--- config.mk ---
export PLATFORM = sky130hd
export DESIGN_NAME = net_resolver_pipe
export DESIGN_NICKNAME = d
export VERILOG_FILES = /design/src/rtl/net_res_pkg.sv /design/src/rtl/net_res_bit.sv /design/src/rtl/net_resolver_pipe.sv
export SDC_FILE = /design/constraint.sdc
export NUM_CORES = 1
export LEC_CHECK = 0
export BUFFER_PORTS_ARGS = -buffer_cell sky130_fd_sc_hd__buf_2
export CORE_AREA = 2 2 79 81
export CTS_CLUSTER_DIAMETER = 50
export DETAILED_ROUTE_END_ITERATION = 10
export DIE_AREA = 0 0 81 83
export HOLD_SLACK_MARGIN = 0.06
export PLACE_DENSITY = 0.71
export SYNTH_ARGS = -nofsm -noshare
export SYNTH_HDL_FRONTEND = slang
export SYNTH_SLANG_ARGS = --single-unit
--- constraint.sdc ---
create_clock -name clk -period 2.8 [get_ports clk]
set_input_delay 0.42 -clock clk [delete_from_list [all_inputs] [get_ports clk]]
set_output_delay 0.42 -clock clk [all_outputs]
set_load 0.005 [all_outputs]
--- src/rtl/net_res_pkg.sv ---
// Shared types for the multi-driven net resolver: 4-state levels in 2-bit
// encoding and the run-time net-type modes.
package net_res_pkg;

    typedef enum logic [1:0] {L0, L1, LZ, LX} lvl4_t;

    typedef enum logic [1:0] {M_TRI, M_WAND, M_WOR, M_TRI1} net_mode_t;

    function automatic logic is_conflict(lvl4_t lvl);
        return lvl == LX;
    endfunction

endpackage

--- src/rtl/net_res_bit.sv ---
// Combinational resolution of one net bit from all drivers under the selected
// net type. Only the presence of a 0 or 1 driver matters, not the count.
module net_res_bit
    import net_res_pkg::*;
#(
    parameter int unsigned NDRV = 4
) (
    input  logic [NDRV-1:0] en,
    input  logic [NDRV-1:0] val,
    input  net_mode_t       mode,
    output lvl4_t           lvl
);

    logic any0;
    logic any1;

    assign any0 = |(en & ~val);
    assign any1 = |(en & val);

    always_comb begin
        lvl = LZ;
        unique case (mode)
            M_TRI: begin
                if (any0 && any1) lvl = LX;
                else if (any1)    lvl = L1;
                else if (any0)    lvl = L0;
                else              lvl = LZ;
            end
            M_TRI1: begin
                if (any0 && any1) lvl = LX;
                else if (any0)    lvl = L0;
                else              lvl = L1;
            end
            M_WAND: begin
                if (any0)         lvl = L0;
                else if (any1)    lvl = L1;
                else              lvl = LZ;
            end
            M_WOR: begin
                if (any1)         lvl = L1;
                else if (any0)    lvl = L0;
                else              lvl = LZ;
            end
            default: lvl = LZ;
        endcase
    end

endmodule

--- src/rtl/net_resolver_pipe.sv ---
// Registered multi-driver net resolver: per-bit resolution, one-stage
// valid/ready register and a saturating count of conflicting words.
module net_resolver_pipe
    import net_res_pkg::*;
#(
    parameter int unsigned NDRV  = 4,
    parameter int unsigned WIDTH = 8,
    parameter int unsigned CNT_W = 8
) (
    input  logic                    clk,
    input  logic                    rst_n,
    input  logic                    in_valid,
    output logic                    in_ready,
    input  logic [1:0]              mode_i,
    input  logic [NDRV*WIDTH-1:0]   drv_val_i,
    input  logic [NDRV*WIDTH-1:0]   drv_en_i,
    output logic                    out_valid,
    input  logic                    out_ready,
    output logic [2*WIDTH-1:0]      res_o,
    output logic                    conflict_o,
    output logic [CNT_W-1:0]        conflict_cnt_o,
    input  logic                    clr_cnt_i
);

    net_mode_t          mode;
    lvl4_t              lvl_w [WIDTH];
    logic [2*WIDTH-1:0] res_d, res_q;
    logic               conflict_d, conflict_q;
    logic               valid_q;
    logic [CNT_W-1:0]   cnt_d, cnt_q;
    logic               accept;
    logic               inc;

    assign mode = net_mode_t'(mode_i);

    for (genvar b = 0; b < WIDTH; b++) begin : g_bit
        logic [NDRV-1:0] en_b;
        logic [NDRV-1:0] val_b;
        for (genvar d = 0; d < NDRV; d++) begin : g_drv
            assign en_b[d]  = drv_en_i[d*WIDTH+b];
            assign val_b[d] = drv_val_i[d*WIDTH+b];
        end
        net_res_bit #(.NDRV(NDRV)) u_bit (
            .en  (en_b),
            .val (val_b),
            .mode(mode),
            .lvl (lvl_w[b])
        );
        assign res_d[2*b +: 2] = lvl_w[b];
    end

    always_comb begin
        conflict_d = 1'b0;
        for (int b = 0; b < WIDTH; b++) begin
            conflict_d = conflict_d | is_conflict(lvl_w[b]);
        end
    end

    assign in_ready = !valid_q || out_ready;
    assign accept   = in_valid && in_ready;
    assign inc      = accept && conflict_d;

    // A clear coinciding with a counted word leaves exactly that word counted.
    always_comb begin
        cnt_d = cnt_q;
        if (clr_cnt_i) begin
            cnt_d = inc ? CNT_W'(1) : '0;
        end else if (inc && cnt_q != '1) begin
            cnt_d = cnt_q + CNT_W'(1);
        end
    end

    always_ff @(posedge clk or negedge rst_n) begin
        if (!rst_n) begin
            valid_q    <= 1'b0;
            res_q      <= {WIDTH{LZ}};
            conflict_q <= 1'b0;
            cnt_q      <= '0;
        end else begin
            cnt_q <= cnt_d;
            if (accept) begin
                valid_q    <= 1'b1;
                res_q      <= res_d;
                conflict_q <= conflict_d;
            end else if (out_ready) begin
                valid_q <= 1'b0;
            end
        end
    end

    assign out_valid      = valid_q;
    assign res_o          = res_q;
    assign conflict_o     = conflict_q;
    assign conflict_cnt_o = cnt_q;

endmodule

==> results.yml <==
outcome:
  status: "completed"
route:
  route.met2.wl_um: 2680
  vias_per_cell: 5.080
  wl_met1_um: 2734
  dr.pass1.iters: 4
  post_drt_wl_per_cell_um: 12.19
  met3_length_um: 281
  drt_wl_total_um: 5788
  vias: 2413
  ant_nets: 0
  drc: 0
  dr.first_iter.drc_count: 110
  highest_layer: "met4"
setup_path:
  crit_arrival_ns: 2.76
  cp_max_fo: 6
  crit_path_start_kind: "input port"
  reg2reg_from: "conflict_cnt_o[0]"
  critPathLaunch: "drv_val_i[0]"
  end_kind: "flip-flop"
  required_ns: 2.96
  path_class: "input port to flip-flop"
floorplanning:
  die_w_um: 81
  core_area_um2: 5816
  initial_core_util: 0.4449
  design.die.area_um2: 6723
  rows: 28
  io_pins: 98
  die_h_um: 83
synthesis:
  synth_area_um2: 2587
  synth_seq_cells: 26
  ys_seq_area_frac: 0.2553
  synth_edf_count: 0
  synth.avg_cell_area_um2: 8.596
  synthDistinctLibCells: 46
  yosysTopAreaCell: "dfrtp_1"
  synth.area.top_cells: "dfrtp_1 17%, ha_1 16%, dfstp_2 8.1%"
  synthArstFlopShare: 1.000
  yosysWarnings: 0
  syn_nets: 405
  netlist_instances: 301
  synthFlopType: "dfrtp_1"
  synthDominantCellAreaShare: 0.1741
sta:
  finClkSkew_ns: 0.002926
  drv_slew: 0
  hold_viol: 0
  finalCritPeriodShare: 0.9268
  timing.fmax_mhz: 385.3
  grt_setup_unrepaired: "no"
  tightest_slew_ns: 0.5818
  slew_headroom: 0.6121
  timing.final.crit_period_ns: 2.595
  setup-violations-final: 0
  holdWs_ns: 0.1382
cells_and_area:
  final_nets: 505
  syn_to_final_growth_pct: 23.40
  diodes: 0
  layoutNonFillerInstCount: 475
  n_fill_cell: 569
  drive_above_1_share: 0.3400
cts:
  cts_tree: "yes"
  clkSlewWorstSetupHoldPaths_ns: 0.08
  clock_sink_count: 26
  root_buffer: "clkbuf_8"
  numCtsBuffers: 3
  cts_setup_buffers: 0
  clk_latency_ns: 0.27
  h-tree-depth: 1
  cts_buffer_depth: 2
power_and_ir_drop:
  p_leak_uw: 0.001782
  power_density_nw_per_um2: 358.2
  power.share.switching: 0.3348
  pwr-share-comb: 0.393
  p_clk_frac: 0.190
  switching_power_uw: 383.0
  ir_drop_uv: 159.5
  power_frac_seq: 0.418
  p_total_uw: 1144
  intPower_uw: 760.8
placed_design:
  dpl.cell_count: 471
  place_hpwl_um: 4809
  portBuffers: 97
  gp_congestion: 0.7857
worst_hold_path:
  worstHoldPathType: "input port to async pin"
global_routing:
  grt_pass1_vias: 2201
  grt_first_pass_wirelength_um: 9591
  antenna_found_initial: 0
  gr-usage-all-layers: 0.1740
  grt_max_degree: 35
  globalRouteOverflowTotal: 0
job:
  cap_violations: 0
-- layout by cell type (no fill, tap or decap), types with 2 or more instances in the layout --
cell type,n
buf_2,97
inv_1,48
ha_1,33
a22oi_1,24
nand2_1,24
dfrtp_1,18
nor2_1,17
o21ai_0,17
mux2i_1,14
a21oi_1,11
buf_4,10
dfstp_2,8
o221ai_1,6
nor2b_1,6
nand2b_1,5
mux2_1,5
nand3_1,5
o22ai_1,4
nor3_1,4
mux2_2,4
o221a_2,3
and2_1,3
and3_1,3
nor4_2,3
clkbuf_8,3
a221oi_1,2
o21bai_1,2
o2111a_1,2
-- state kept, by name (all words and copies together) (netlist names) --
name            cells
res_o              16
conflict_cnt_o      8
conflict_o          1
out_valid           1
-- path summary, 6_finish.rpt --
path / end / slack (ns) / cells after the start
worst max-delay path: conflict_cnt_o[5] / 0.20 / 12
worst min-delay path: out_valid / 0.14 / 1
worst max register to register: conflict_cnt_o[4] / 0.53 / 7
worst min register to register: res_o[14] / 0.49 / 2
max in group asynchronous: res_o[14] / 2.28 / 1
min in group clk: out_valid / 0.40 / 2
-- cell families (layout without fill, tap and decap cells) --
family                   Yosys count  in the layout  synth area share
multiplexers                      24             24           0.09912
AO/OA/AOI/OAI                     80             80            0.2176
buffers and inverters             61            160            0.1078
AND/OR/NAND/NOR                   75             75            0.1509
adder cells (fa/ha/maj)           33             33            0.1596
XOR/XNOR                           2              2          0.009673
flip-flops                        26             26            0.2553
-- critical path, stage by stage --
cell	delay, ns
buf_2	0.09
inv_1	0.03
a22oi_1	0.17
o221ai_1	0.19
buf_4	0.18
ha_1	0.19
a21oi_1	0.13
o21ai_0	0.14
o2111a_1	0.29
and2_2	0.26
nor4_2	0.31
mux2_1	0.35
-- through the flow --
| step | instance area [um^2] | worst slack [ns] | util | TNS [ns] |
|---|---|---|---|---|
| 2_1_floorplan | 2587 | 0.1772 | - | 0 |
| 3_3_place_gp | 3147 | -0.01128 | 0.5411 | -0.03623 |
| 3_5_place_dp | 3147 | -0.09419 | 0.5411 | -0.4156 |
| 4_1_cts | 3192 | 0.1930 | 0.5488 | 0 |
| 5_1_grt | 3193 | 0.03982 | 0.5491 | 0 |
| 6_report | 3193 | 0.2049 | 0.5491 | 0 |
-- power groups by stage --
stage | registers, uW | clock network [uW] | logic, uW
after global placement | 483 | 0 | 439
after CTS | 478 | 224 | 453
after floorplan | 483 | 0 | 262
after detailed placement | 486 | 0 | 452
after global routing | 485 | 246 | 512
final | 478 | 217 | 449
-- cell usage after synthesis (2+ instances only) --
cell type and count:
o221ai_1 6, nor2_1 17, o21bai_1 2, mux2_2 4, nand2_1 24, mux2_1 5
dfrtp_1 18, nor4_2 3, clkbuf_1 4, nand3_1 5, and2_1 4, o22ai_1 4
mux2i_1 14, nand2b_1 5, a22oi_1 24, o21ai_0 17, nor2b_1 6, a221oi_1 2
buf_6 6, a21oi_1 11, and3_1 3, dfstp_2 8, inv_1 48, nor3_1 4
o2111a_1 2, ha_1 33, o221a_2 3
-- layer usage --
| metal | vias up | GRT usage |
|---|---|---|
| met1 | 1086 | 0.2461 |
| met5 | - | 0 |
| met3 | 8 | 0.01413 |
| li1 | 1248 | - |
| met4 | 0 | 0.05393 |
| met2 | 71 | 0.2787 |
-- cell type report --
| type | instances | area [um^2] | share of cell area |
|---|---|---|---|
| multi-input combinational | 214 | 1649 | 0.5165 |
| sequential | 26 | 660.6 | 0.2069 |
| timing repair buffer | 107 | 560.5 | 0.1755 |
| inverter | 49 | 183.9 | 0.05760 |
| tap | 75 | 93.84 | 0.02939 |
| clock buffer | 4 | 45.04 | 0.01411 |
-- repair_timing --
item                       4_1_cts  5_1_grt
gates resized for setup          0        1
setup endpoints to repair        0        5
hold buffers                     0        0
Power figures use the tool's default switching activity.
